<file path="config.mk">
export PLATFORM = sky130hd
export DESIGN_NAME = cayde_alu_arb
export DESIGN_NICKNAME = d
export VERILOG_FILES = /design/src/rtl/cayde_alu_arb.sv
export SDC_FILE = /design/constraint.sdc
export NUM_CORES = 1
export LEC_CHECK = 0
export CAP_MARGIN = 20
export CORE_AREA = 2 2 108 110
export CTS_CLUSTER_DIAMETER = 80
export DETAILED_ROUTE_END_ITERATION = 10
export DIE_AREA = 0 0 110 112
export PLACE_DENSITY = 0.81
export SYNTH_ARGS = -nofsm -noshare
export SYNTH_HDL_FRONTEND = slang
export SYNTH_SLANG_ARGS = --single-unit
export TNS_END_PERCENT = 5
</file>
<file path="constraint.sdc">
create_clock -name clk_i -period 2.1 [get_ports clk_i]
set_input_delay 0.42 -clock clk_i [delete_from_list [all_inputs] [get_ports clk_i]]
set_output_delay 0.42 -clock clk_i [all_outputs]
set_load 0.01 [all_outputs]
</file>
<file path="src/rtl/cayde_alu_arb.sv">
`default_nettype none
// +----------------------------------------------------------------------------+
// | Module      : cayde_alu_arb (with cayde_pkg ALU opcode definitions)        |
// | Description : Round-robin arbiter sharing one cayde_alu among NUM_REQ      |
// |               requesters; registers the result and hands it back with a    |
// |               valid/ready handshake.                                        |
// | Revision    : 1.0 - initial release                                        |
// +----------------------------------------------------------------------------+

package cayde_pkg;
    typedef enum logic [3:0] {
        ALU_ADD  = 4'd0,
        ALU_SUB  = 4'd1,
        ALU_AND  = 4'd2,
        ALU_OR   = 4'd3,
        ALU_XOR  = 4'd4,
        ALU_SLL  = 4'd5,
        ALU_SRL  = 4'd6,
        ALU_SRA  = 4'd7,
        ALU_SLT  = 4'd8,
        ALU_SLTU = 4'd9
    } alu_op;
endpackage

module cayde_alu_arb #(
    parameter int NUM_REQ = 2
) (
    input  logic                             clk_i,
    input  logic                             rst_ni,
    input  logic [NUM_REQ-1:0]               req_valid_i,
    output logic [NUM_REQ-1:0]               req_ready_o,
    input  cayde_pkg::alu_op [NUM_REQ-1:0]   req_op_i,
    input  logic [NUM_REQ-1:0][31:0]         req_a_i,
    input  logic [NUM_REQ-1:0][31:0]         req_b_i,
    output cayde_pkg::alu_op                 alu_op_o,
    output logic [31:0]                      alu_a_o,
    output logic [31:0]                      alu_b_o,
    input  logic [31:0]                      alu_res_i,
    output logic [NUM_REQ-1:0]               rsp_valid_o,
    output logic [31:0]                      rsp_data_o,
    input  logic [NUM_REQ-1:0]               rsp_ready_i,
    output logic                             busy_o
);

    localparam int c_ptr_w = (NUM_REQ > 1) ? $clog2(NUM_REQ) : 1;
    localparam logic [c_ptr_w:0]   c_num_req = (c_ptr_w + 1)'(NUM_REQ);
    localparam logic [c_ptr_w-1:0] c_last    = (c_ptr_w)'(NUM_REQ - 1);

    localparam logic [0:0] c_st_idle = 1'b0;
    localparam logic [0:0] c_st_resp = 1'b1;

    logic [0:0]         r_state;
    logic [0:0]         w_state_nxt;
    logic [c_ptr_w-1:0] r_rr_ptr;
    logic [c_ptr_w-1:0] r_owner;
    logic [31:0]        r_rsp_data;

    logic [c_ptr_w-1:0] w_cand [NUM_REQ];
    logic               w_found;
    logic [c_ptr_w-1:0] w_gnt_idx;
    logic               w_can_issue;
    logic               w_grant;
    logic [c_ptr_w-1:0] w_ptr_nxt;

    // Candidate k is requester (rr_ptr + k) mod NUM_REQ; one conditional
    // subtract suffices since both terms are below NUM_REQ.
    for (genvar k = 0; k < NUM_REQ; k++) begin : g_cand
        logic [c_ptr_w:0] w_sum;
        logic [c_ptr_w:0] w_wrap;
        assign w_sum     = {1'b0, r_rr_ptr} + (c_ptr_w + 1)'(k);
        assign w_wrap    = w_sum - c_num_req;
        assign w_cand[k] = (w_sum >= c_num_req) ? w_wrap[c_ptr_w-1:0] : w_sum[c_ptr_w-1:0];
    end

    always_comb begin
        w_found   = 1'b0;
        w_gnt_idx = '0;
        for (int k = 0; k < NUM_REQ; k++) begin
            if (!w_found && req_valid_i[w_cand[k]]) begin
                w_found   = 1'b1;
                w_gnt_idx = w_cand[k];
            end
        end
    end

    assign w_grant   = w_can_issue && w_found;
    assign w_ptr_nxt = (w_gnt_idx == c_last) ? '0 : w_gnt_idx + 1'b1;

    always_ff @(posedge clk_i) begin
        if (!rst_ni) begin
            r_state <= c_st_idle;
        end else begin
            r_state <= w_state_nxt;
        end
    end

    always_comb begin
        w_state_nxt = r_state;
        w_can_issue = 1'b0;
        busy_o      = 1'b0;
        rsp_valid_o = '0;
        case (r_state)
            c_st_idle: begin
                w_can_issue = 1'b1;
                if (w_found) begin
                    w_state_nxt = c_st_resp;
                end
            end
            c_st_resp: begin
                busy_o               = 1'b1;
                rsp_valid_o[r_owner] = 1'b1;
                // Only the owner's ready releases the held result.
                if (rsp_ready_i[r_owner]) begin
                    w_can_issue = 1'b1;
                    w_state_nxt = w_found ? c_st_resp : c_st_idle;
                end
            end
            default: w_state_nxt = c_st_idle;
        endcase
    end

    always_comb begin
        req_ready_o = '0;
        alu_op_o    = cayde_pkg::ALU_ADD;
        alu_a_o     = '0;
        alu_b_o     = '0;
        if (w_grant) begin
            req_ready_o[w_gnt_idx] = 1'b1;
            alu_op_o               = req_op_i[w_gnt_idx];
            alu_a_o                = req_a_i[w_gnt_idx];
            alu_b_o                = req_b_i[w_gnt_idx];
        end
    end

    always_ff @(posedge clk_i) begin
        if (!rst_ni) begin
            r_rr_ptr   <= '0;
            r_owner    <= '0;
            r_rsp_data <= '0;
        end else if (w_grant) begin
            r_rr_ptr   <= w_ptr_nxt;
            r_owner    <= w_gnt_idx;
            r_rsp_data <= alu_res_i;
        end
    end

    assign rsp_data_o = r_rsp_data;

endmodule
`default_nettype wire

</file>
==> summary.txt <==
STA
  – Slew at the pin closest to its max-slew limit: ~230 ps
  – Post-route minimum period: a little over 2000 ps
  – Final WS setup: between 70 and 80 ps
  – Hold_ws: around 470 ps
  – Worst Skew: around 8.0 ps
  – Tcrit/Tclk final: between 90% and 100%
  – Achievable Freq: between 400 and 500 MHz
  – Setup repair after global routing missed its margin: false
  – Setup TNS: 0 ps
  – Slew Viols, Final: 0
  – Setup violation total in the final timing report: 0
  – Max_slew headroom: a little over four fifths
  – Hold violation total from the final report: 0

Final layout
  – Final design instance area without fill: approximately 0.0059 mm2
  – Number of fillers in the final layout: around 1000
  – Post-route core utilization: a little over half
  – Area delta synth->final: 98.9%
  – Area of all sequential standard cells: about 700 um2
  – Diodes inserted: 0
  – Nets: about 860
  – Fin cells: 827
  – Fraction of final layout cells with drive strength greater than 1: between 10% and 20%
  – Area used by multi-input combinational logic: a little over 0.002 mm2

Clock tree
  – Clock transition at path regs: around 60 ps
  – CTS H-tree lvls: 2
  – Total clock sinks: 35
  – Root Buffer: sky130_fd_sc_hd__clkbuf_16
  – TritonCTS clock tree: built
  – Count of hold-fix buffers inserted at cts: 0
  – Clock buffers created by TritonCTS: 5
  – Worst-skew pair later-pin latency: between 200 and 300 ps
  – Clock tree buffer depth: 2

Synthesis
  – Post-Syn Area: between 0.002 and 0.003 mm2
  – Syn. warnings: 0
  – Number of instances in the synthesized netlist: 424
  – Count of flip-flops with a built-in enable after synthesis: 0
  – Library cells used by synthesis: 27
  – Synthesized net count: between 500 and 600
  – Mean post-synth cell area: 7.04 um2
  – Most instantiated cells after synthesis: 70 x sky130_fd_sc_hd__a21oi_1, 68 x sky130_fd_sc_hd__a21o_1, 68 x sky130_fd_sc_hd__nand3_1, 68 x sky130_fd_sc_hd__o21ai_0, 35 x sky130_fd_sc_hd__dfxtp_1
  – Post-synthesis register bit count: 35
  – Portion of the post-synthesis area used by sequential elements: around a quarter
  – Top cells by area in the synthesized netlist: sky130_fd_sc_hd__dfxtp_1 23%, sky130_fd_sc_hd__a21o_1 17%, sky130_fd_sc_hd__a21oi_1 12%
  – Post-synth top flop: sky130_fd_sc_hd__dfxtp_1
  – Top-count cell post-synth: sky130_fd_sc_hd__a21oi_1
  – Async SR Flop Fraction: 0%
  – Top cell type by total area after synthesis: sky130_fd_sc_hd__dfxtp_1
  – Fraction of post-synthesis cell area in the top cell type by area: between 20% and 30%

Setup path
  – Required time at the endpoint of the critical path: ~1700 ps
  – Startpoint of the worst register-to-register path: r_owner
  – Critical Path AT: 1610 ps
  – Critical path class: flop to primary output
  – Crit. End Element: primary output
  – Category of the worst setup path launch point: flop
  – Worst setup path start: r_owner
  – Highest fanout seen on the critical path: 33

Place
  – HPWL after DPL: approximately 11000 um
  – Setup slack after placement: -565 ps
  – Gp weighted congestion: 0.930
  – Area after DPL: approximately 0.006 mm2
  – Cells after DPL: 816
  – Buffers added on ports: approximately 280

Die
  – Area of the die: 0.0123 mm2
  – Starting density of the core: about a quarter
  – Number of placement rows: 39
  – Core Footprint: ~0.011 mm2
  – Number of top-level design ports: 279
  – Die extent in y: ~110 um
  – Horizontal extent of the die: roughly 110 um

Min path
  – Hold path startpoint: rsp_data_o[31]
  – Class of the worst hold path: flop to flop

Power
  – Power, Total: about 2.9 mW
  – Static leakage: about 2.5 nW
  – Total power density per cell area: ~490 mW/mm2
  – VDD IR max: between 0.6 and 0.7 mV

Route
  – Final Routed Wirelength: 14500 um
  – Number of DRC markers in iteration 0: 277
  – Overall via count from detail_route: about 4300
  – Antenna-violating nets left: 0
  – Post-DR vias/cell: ~5.2
  – Drc violations: 0
  – First-pass DRT Iterations: 4
  – Wire length per cell: 17.6 um

Global routing
  – Global router's overall resource usage: 21.7%
  – Total global routing overflow: 0
  – Largest net degree at the start of global routing: 52
  – First-pass GRT wire length: between 20000 and 25000 um
  – Via count of the first global-routing pass: 4201
  – Number of antenna violations at the first check in global routing: 0

Flow run
  – Number of max-cap violations: 0

Status
  – Run status: finished, final reports clean
## sequential cells by signal (all words and copies together), names as in the netlist
signal	cells
r_owner	1
rsp_data_o	32
r_rr_ptr	1
r_state	1
## routing by layer
metal | global-route usage [%] | vias up | part of all wire, %
met4 | 6.50 | 0 | 2.5
met2 | 39.2 | 209 | 51
met3 | 5.56 | 30 | 9.3
met5 | 0 | - | 0
met1 | 24.7 | 1993 | 38
li1 | - | 2095 | -
## critical path: stages, from the launching register on
cell and delay, ps:
sky130_fd_sc_hd__dfxtp_1 360, sky130_fd_sc_hd__mux2i_2 250, sky130_fd_sc_hd__and2_4 270, sky130_fd_sc_hd__buf_12 210
sky130_fd_sc_hd__a21oi_1 70, sky130_fd_sc_hd__buf_2 150
## kinds of logic after synthesis
| family | after synthesis | share of synthesized area [%] |
|---|---|---|
| AND/OR/NAND/NOR | 81 | 13.8 |
| AO/OA/AOI/OAI | 244 | 51.8 |
| flip-flops | 35 | 23.5 |
| multiplexers | 1 | 0.461 |
| buffers and inverters | 63 | 10.4 |
## path summary, 6_finish.rpt
kind                          to  slack (ps)  depth (start not counted)
hold reg to reg   rsp_data_o[31]         470                          1
setup / recovery     alu_a_o[15]          70                          5
hold / removal    rsp_data_o[31]         470                          1
setup reg to reg   rsp_data_o[8]         580                          6
## area by class of cell
cell class              instances  share of cell area, %
multi-input cells             326                   33.9
repair buffers                313                   48.5
inverters                       2                  0.126
clock buffers                   6                   2.34
well taps                     143                   3.01
flip-flops and latches         35                   11.8
clock inverters                 2                  0.274
## placed cells by master, fill, tap and decap left out, types with 2 or more instances in the layout
cell	synthesis	final
sky130_fd_sc_hd__a21o_1	68	68
sky130_fd_sc_hd__a21oi_1	70	64
sky130_fd_sc_hd__a21oi_2	0	5
sky130_fd_sc_hd__a22o_1	32	32
sky130_fd_sc_hd__buf_12	0	11
sky130_fd_sc_hd__buf_2	15	66
sky130_fd_sc_hd__buf_4	9	24
sky130_fd_sc_hd__clkbuf_16	0	7
sky130_fd_sc_hd__clkdlybuf4s15_2	0	2
sky130_fd_sc_hd__clkdlybuf4s50_1	0	204
sky130_fd_sc_hd__dfxtp_1	35	35
sky130_fd_sc_hd__inv_1	2	2
sky130_fd_sc_hd__nand2_1	3	3
sky130_fd_sc_hd__nand3_1	68	68
sky130_fd_sc_hd__nor2_1	3	3
sky130_fd_sc_hd__o21ai_0	68	68
## what timing repair did
| action | CTS | global route |
|---|---|---|
| resized for setup | 272 | 9 |
| hold endpoints to repair | 0 | 0 |
| setup endpoints to repair | 70 | 52 |
| buffers inserted | 0 | 1 |
| gates cloned | 0 | 2 |
## where the power goes
part           switching [mW]  leakage [nW]  total (mW)  internal (mW)
Sequential             0.0349         0.290       0.756          0.721
Combinational           0.637          2.15        1.42          0.787
Clock                   0.284        0.0731       0.758          0.473
Total                   0.957          2.51        2.94           1.98
(Power assumes the default switching activity.)
